===== src/rtl/bcd_score_counter.sv =====
// bcd_score_counter: multi-digit BCD score counter with saturation, floor at zero and high-score capture
//   clk, rst                 clock, asynchronous active-high reset
//   gaming_i                 game in progress; gates add/sub, falling edge ends a game
//   clear_i                  synchronous clear of score and overflow
//   add_valid_i, add_amt_i   add request, amount 0-9 (10-15 clamped to 9)
//   sub_valid_i, sub_amt_i   subtract request, amount 0-9 (10-15 clamped to 9)
//   score_o, hi_score_o      packed BCD, digit 0 in bits [3:0]
//   overflow_o               sticky, set by a saturating add
//   new_record_o             one-cycle pulse when hi_score_o updates
module bcd_score_counter #(
  parameter int DIGITS = 4
) (
  input  logic                  clk,
  input  logic                  rst,
  input  logic                  gaming_i,
  input  logic                  clear_i,
  input  logic                  add_valid_i,
  input  logic [3:0]            add_amt_i,
  input  logic                  sub_valid_i,
  input  logic [3:0]            sub_amt_i,
  output logic [4*DIGITS-1:0]   score_o,
  output logic [4*DIGITS-1:0]   hi_score_o,
  output logic                  overflow_o,
  output logic                  new_record_o
);
  localparam logic [4*DIGITS-1:0] NINES = {DIGITS{4'h9}};
  logic [4*DIGITS-1:0] score_q, score_d, hi_q, hi_d, add_res, sub_res;
  logic                ovf_q, ovf_d, rec_q, rec_d, gaming_q;
  logic                add_c, sub_b, do_add, do_sub, end_game;
  logic [3:0]          a_amt, s_amt;
  logic [4:0]          ad, sd;
  assign a_amt = add_amt_i > 4'd9 ? 4'd9 : add_amt_i;
  assign s_amt = sub_amt_i > 4'd9 ? 4'd9 : sub_amt_i;
  // Decimal ripple: digit 0 takes the amount, higher digits take the carry/borrow.
  // A carry out of the top digit means saturation; a borrow out means the floor at zero.
  always_comb begin
    add_c   = 1'b0;
    sub_b   = 1'b0;
    ad      = '0;
    sd      = '0;
    add_res = '0;
    sub_res = '0;
    for (int i = 0; i < DIGITS; i++) begin
      ad = {1'b0, score_q[4*i+:4]} + (i == 0 ? {1'b0, a_amt} : {4'b0, add_c});
      sd = {1'b0, score_q[4*i+:4]} - (i == 0 ? {1'b0, s_amt} : {4'b0, sub_b});
      add_c = ad > 5'd9;
      sub_b = sd[4];
      add_res[4*i+:4] = add_c ? ad[3:0] - 4'd10 : ad[3:0];
      sub_res[4*i+:4] = sub_b ? sd[3:0] + 4'd10 : sd[3:0];
    end
  end
  assign do_add   = gaming_i && add_valid_i;
  assign do_sub   = gaming_i && sub_valid_i && !add_valid_i;
  assign end_game = gaming_q && !gaming_i;
  always_comb begin
    score_d = clear_i ? '0 :
              do_add  ? (add_c ? NINES : add_res) :
              do_sub  ? (sub_b ? '0 : sub_res) : score_q;
    ovf_d   = clear_i ? 1'b0 : (do_add && add_c) || ovf_q;
    // Packed BCD compares correctly as unsigned binary; the pre-clear score is captured.
    rec_d   = end_game && (score_q > hi_q);
    hi_d    = rec_d ? score_q : hi_q;
  end
  always_ff @(posedge clk or posedge rst) begin
    if (rst) begin
      score_q  <= '0;
      hi_q     <= '0;
      ovf_q    <= 1'b0;
      rec_q    <= 1'b0;
      gaming_q <= 1'b0;
    end else begin
      score_q  <= score_d;
      hi_q     <= hi_d;
      ovf_q    <= ovf_d;
      rec_q    <= rec_d;
      gaming_q <= gaming_i;
    end
  end
  assign score_o      = score_q;
  assign hi_score_o   = hi_q;
  assign overflow_o   = ovf_q;
  assign new_record_o = rec_q;
endmodule


===== config.mk =====
export PLATFORM = sky130hd
export DESIGN_NAME = bcd_score_counter
export DESIGN_NICKNAME = d
export VERILOG_FILES = /design/src/rtl/bcd_score_counter.sv
export SDC_FILE = /design/constraint.sdc
export NUM_CORES = 1
export LEC_CHECK = 0
export BUFFER_PORTS_ARGS = -buffer_cell sky130_fd_sc_hd__buf_2
export CELL_PAD_IN_SITES_DETAIL_PLACEMENT = 0
export CELL_PAD_IN_SITES_GLOBAL_PLACEMENT = 1
export CORE_MARGIN = 3
export CORE_UTILIZATION = 47
export DETAILED_ROUTE_END_ITERATION = 12
export PLACE_DENSITY = 0.93
export SYNTH_ARGS = -nofsm -noshare
export SYNTH_HDL_FRONTEND = slang
export SYNTH_SLANG_ARGS = --single-unit

===== constraint.sdc =====
create_clock -name clk -period 10.25 [get_ports clk]
set_input_delay 2.05 -clock clk [delete_from_list [all_inputs] [get_ports clk]]
set_output_delay 2.05 -clock clk [all_outputs]
set_load 0.02 [all_outputs]

=== Yosys cells after proc, flatten, opt, wreduce, memory -nomap -nowiden ===
Cells that the tools add are included.

* Mux-type cells: 14
* $lt $le $gt $ge: 7
* Add/subtract/negate cells: 14
* Reduce and logical (&&, ||, !) cells: 10

{| class="wikitable"
|+ Operator list
! kind !! count
|-
| 2-to-1 mux 16 bit || 5
|-
| 2-to-1 mux 4 bit || 8
|-
| > comparator 5 x 4 -> 1 bit (second input constant) || 4
|-
| > comparator 16 bit || 1
|-
| adder 4 x 1 -> 5 bit || 3
|-
| subtractor 4 x 1 -> 5 bit || 3
|-
| adder 4 bit (second input constant) || 3
|-
| subtractor 4 bit (second input constant) || 3
|-
| > comparator 4 bit (second input constant) || 2
|-
| logical AND 1 bit || 6
|-
| adder 4 x 4 -> 5 bit || 1
|-
| subtractor 4 x 4 -> 5 bit || 1
|-
| nonzero test 3 bit || 1
|-
| zero test 1 bit || 2
|-
| logical OR 1 bit || 1
|-
| 2-to-1 mux 1 bit || 1
|}

* Register bits after elaboration: 35
* Bits of input ports: 14

=== Longest topological paths before layout ===
* Depth in word-level cells: 13
* Gate-level depth with buffers: 25
* Mapped depth without buffers: 25

=== Worst setup path after synthesis ===
OpenSTA, ideal clock, no wires.

* Path type: input to register
* Start point: input port add_amt_i[2]
* End point: register score_q[7] (netlist: score_o[7])
* Required time: 10128 ps
* Cell stages on the path: 24
* Arrival time: 6940 ps
* Setup slack: 3189 ps
* Path through: o21ai_0 nand2b_1 ha_1 inv_1 fa_1 xor2_1 and2_1 o211ai_1 ha_1 ha_1 nand2b_1 o311a_1 ha_1 ha_1 o21ai_0 or2_0 a2bb2oi_2 ha_1 ha_1 o21a_1 nor2_1 a21oi_2 or4_1 a32o_1

* Longest elaborated chain between the ends: 13

{| class="wikitable"
|+ RTL lines
! what !! line !! source
|-
| start, declared || 18 || <nowiki>input logic [3:0] add_amt_i,</nowiki>
|-
| > comparator 4 bit || 32 || <nowiki>assign a_amt = add_amt_i > 4'd9 ? 4'd9 : add_amt_i;</nowiki>
|-
| 2-to-1 mux 4 bit * || 32 ||
|-
| adder 4 x 4 -> 5 bit * || 44 || <nowiki>ad = {1'b0, score_q[4*i+:4]} + (i == 0 ? {1'b0, a_amt} : {4'b0, add_c});</nowiki>
|-
| > comparator 5 x 4 -> 1 bit * || 46 || <nowiki>add_c = ad > 5'd9;</nowiki>
|-
| adder 4 x 1 -> 5 bit * || 44 ||
|-
| > comparator 5 x 4 -> 1 bit || 46 ||
|-
| adder 4 x 1 -> 5 bit || 44 ||
|-
| > comparator 5 x 4 -> 1 bit || 46 ||
|-
| adder 4 x 1 -> 5 bit || 44 ||
|-
| > comparator 5 x 4 -> 1 bit || 46 ||
|-
| 2-to-1 mux 16 bit * (2 in series) || 57 || <nowiki>do_add ? (add_c ? NINES : add_res) :</nowiki>
|-
| 2-to-1 mux 16 bit * || 56 || <nowiki>score_d = clear_i ? '0 :</nowiki>
|-
| end signal, assigned || 72 || <nowiki>score_q <= score_d;</nowiki>
|-
| end, declared || 27 || <nowiki>logic [4*DIGITS-1:0] score_q, score_d, hi_q, hi_d, add_res, sub_res;</nowiki>
|}

Mark *: on every way between the ends. The rest lies on a longest branch, timed or not.
A chain may end at the register's enable or synchronous reset.

=== Worst setup path after layout ===
* Start point: input port add_amt_i[3]
* End point: register score_q[7] (netlist: score_o[7])

Same word-level chain as after synthesis.

==> impl_metrics.env <==
export IMPL_status="completed"
export IMPL_ys_types=59
export IMPL_p_leak_nw=1.70
export IMPL_cts_root_buf="clkbuf_8"
export IMPL_r2r_end="score_o[7]"
export IMPL_crit_type="input pin to flip-flop"
export IMPL_fin_hold_ws_ns=0.511
export IMPL_cts_sinks=35
export IMPL_hold_end="overflow_o"
export IMPL_dp_cells=453
export IMPL_die_w_um=87.2
export IMPL_cts_tree="built"
export IMPL_pwr_share_seq=0.223
export IMPL_ir_drop_mv=0.154
export IMPL_reg2reg_depth=22
export IMPL_ant_nets=0
export IMPL_cp_max_fo=10
export IMPL_r2r_start="score_o[1]"
export IMPL_wl_um=7250
export IMPL_clk_path_buf_depth=2
export IMPL_powerDensity_nw_per_um2=317
export IMPL_drc=0
export IMPL_syn_cell_area_sq_um=3100
export IMPL_worstPathRequired_ns=10.43
export IMPL_ios=48
export IMPL_startpoint_type="input pin"
export IMPL_ys_warn_count=0
export IMPL_critPathBufInv=2
export IMPL_cts_resized=0
export IMPL_min_from="overflow_o"
export IMPL_fin_tns_setup_ns=0
export IMPL_syn_nets=396
export IMPL_setup_viol=0
export IMPL_synth_seq_cells=35
export IMPL_dp_hpwl_um=5590
export IMPL_cp_arrival_ns=7.56
export IMPL_overflow=0
export IMPL_grt_first_pass_wirelength_um=12400
export IMPL_fin_cells=461
export IMPL_routed_via_density=5.74
export IMPL_timing_slew_headroom=0.517
export IMPL_cts_buffers=5
export IMPL_worst_setup_path_end_kind="flip-flop"
export IMPL_path_common_cell="ha_1"
export IMPL_clk_latency_ns=0.29
export IMPL_vias=2647
export IMPL_crit_family="adder cells"
export IMPL_yosysTopAreaCellShare=0.283
export IMPL_fin_crit_sh=0.721
export IMPL_diodes=0
export IMPL_num_fill_cells=571
export IMPL_slew_viol_final=0
export IMPL_nets=443
export IMPL_area_delta_synth_final_pct=12.9
export IMPL_ys_async_sr_fraction=1.00
export IMPL_rrSetupSlack_ns=4.38
export IMPL_portBuffers=47
export IMPL_synthCells=338
export IMPL_hold_buffers=0
export IMPL_ys_seq_area_frac=0.283
export IMPL_die_area_sq_um=7600
export IMPL_min_path_cells=2
export IMPL_synth_largest_area_cell="dfrtp_1"
export IMPL_drive_gt1_frac=0.202
export IMPL_grt_max_degree=36
export IMPL_worstMarginPinSlew_ns=0.724
export IMPL_synthFlopType="dfrtp_1"
export IMPL_max_freq_ghz=0.135
export IMPL_grtUsageTotal=0.205
export IMPL_synth_edf_count=0
export IMPL_clk_pin_slew_ns=0.07
export IMPL_max_stage_delay_ns=0.55
export IMPL_htreeDepth=2
export IMPL_skew_ns=0.00395
export IMPL_rsz0062_at_grt="false"
export IMPL_synthTopCellsByArea="dfrtp_1, ha_1, inv_1, mux2i_1, a21oi_1"
export IMPL_first_pass_iters=4
export IMPL_antenna_found_initial=0
export IMPL_core_area_sq_um=6130
export IMPL_layout_min_cycle_time_ns=7.39
export IMPL_combPwrFrac=0.676
export IMPL_die_h_um=87.2
export IMPL_switchingPower_uw=538
export IMPL_hold_class="flip-flop to flip-flop"
export IMPL_avgSynthCellArea_sq_um=9.16
export IMPL_initial_core_util=0.505
export IMPL_hold_viol_final=0
export IMPL_p_int_uw=569
export IMPL_globalplace_congestion=0.852
export IMPL_drt_wirelength_per_cell_um=15.7
export IMPL_post_cts_buffers=0
export IMPL_grt_pass1_vias=2576
export IMPL_maxCapViolations=0
export IMPL_switching_share=0.486
export IMPL_p_clk_frac=0.101
export IMPL_rows=28
export IMPL_drt_iter0_markers=190
export IMPL_crit_path_top_delay_cell="or4_1"
==> worst max-delay path by stage <==
stage,start,endpoint,slack [ns],cells after the start
6_report,add_amt_i[3],score_o[7],2.86,26
5_1_grt,add_amt_i[3],score_o[6],2.39,26
4_1_cts,add_amt_i[3],score_o[7],2.89,26
3_5_place_dp,add_amt_i[3],score_o[7],2.60,26
3_3_place_gp,add_amt_i[3],score_o[7],2.82,25
2_1_floorplan,add_amt_i[2],score_o[7],3.19,24
==> layout by cell type, fill, tap and decap left out, types with 4 or more instances in the layout <==
| cell type | n |
|---|---|
| inv_1 | 36 |
| mux2_2 | 9 |
| mux2i_1 | 12 |
| nand3_1 | 5 |
| xnor2_1 | 10 |
| a21oi_1 | 23 |
| xor2_1 | 4 |
| nor3_1 | 7 |
| nand2b_1 | 13 |
| a221o_1 | 5 |
| o21ai_0 | 17 |
| nor2b_1 | 5 |
| o311ai_0 | 5 |
| dfrtp_1 | 35 |
| nand2_1 | 23 |
| buf_2 | 47 |
| ha_1 | 42 |
| a21o_1 | 4 |
| nand4_1 | 4 |
| clkbuf_8 | 7 |
| nor2_1 | 18 |
==> synth_stat cells, drive strengths merged (2+ instances only) <==
| cell | count |
|---|---|
| ha | 42 |
| inv | 36 |
| dfrtp | 35 |
| a21oi | 24 |
| nand2 | 24 |
| nor2 | 18 |
| o21ai | 18 |
| nand2b | 13 |
| mux2i | 12 |
| xnor2 | 10 |
| mux2 | 9 |
| nor3 | 7 |
| a221o | 6 |
| nand3 | 6 |
| clkbuf | 5 |
| nor2b | 5 |
| o311ai | 5 |
| a21o | 4 |
| buf | 4 |
| nand4 | 4 |
| xor2 | 4 |
| a211oi | 3 |
| a31o | 3 |
| o211ai | 3 |
| o21a | 3 |
| o31ai | 3 |
| a2111oi | 2 |
| a2bb2oi | 2 |
| a31oi | 2 |
| and2 | 2 |
| fa | 2 |
| nand3b | 2 |
| o21bai | 2 |
| o311a | 2 |
| or2 | 2 |
| or4 | 2 |
==> sequential cells by signal (all words and copies together) (netlist names) <==
name	count
hi_score_o	16
score_o	16
gaming_q	1
new_record_o	1
overflow_o	1
==> worst reg2reg max path, delay by kind of cell, from the launching register on <==
kind,cells,cell delay (ns)
AOI/OAI and AO/OA,8,1.43
xor gates and xnor gates,1,0.36
adders and majority gates,7,2.10
buffers and inverters,1,0.14
DFF,1,0.53
and+or+nand+nor,5,1.19
==> power groups by stage <==
stage | Sequential [mW] | Clock [mW] | Combinational [mW]
2_1_floorplan | 0.281 | 0 | 0.525
6_report | 0.247 | 0.112 | 0.749
4_1_cts | 0.247 | 0.116 | 0.752
5_1_grt | 0.256 | 0.123 | 0.842
3_3_place_gp | 0.247 | 0 | 0.731
3_5_place_dp | 0.249 | 0 | 0.747
==> cell families after synthesis <==
logic type,after synthesis,synth area share
compound gates,90,0.211
simple gates,88,0.147
buf+inv,45,0.0582
fa+ha+maj,44,0.183
flops,35,0.283
mux,21,0.0715
xor+xnor,15,0.0469
==> cell type report <==
type	instances	area, sq um	share of cell area
well taps	75	93.8	0.0268
clock buffers	8	100	0.0286
flip-flops and latches	35	876	0.251
repair buffers	49	250	0.0716
inverters	36	135	0.0387
multi-input cells	258	2040	0.584
==> layer usage <==
layer,up-vias,GRT usage,wire [um]
li1,1325,-,-
met1,1254,0.289,3580
met2,59,0.334,3330
met3,9,0.0265,249
met4,0,0.0502,88
met5,-,0,0
==> through the flow <==
step                      power, mW  area (sq um)  utilization  setup slack [ns]
after floorplan               0.806          3100            -              3.19
after global placement        0.977          3400        0.554              2.82
after detailed placement      0.997          3400        0.554              2.60
after CTS                      1.12          3500        0.570              2.89
after global routing           1.22          3500        0.570              2.39
final                          1.11          3500        0.570              2.86
No activity file was read; power rests on OpenSTA's default activity.
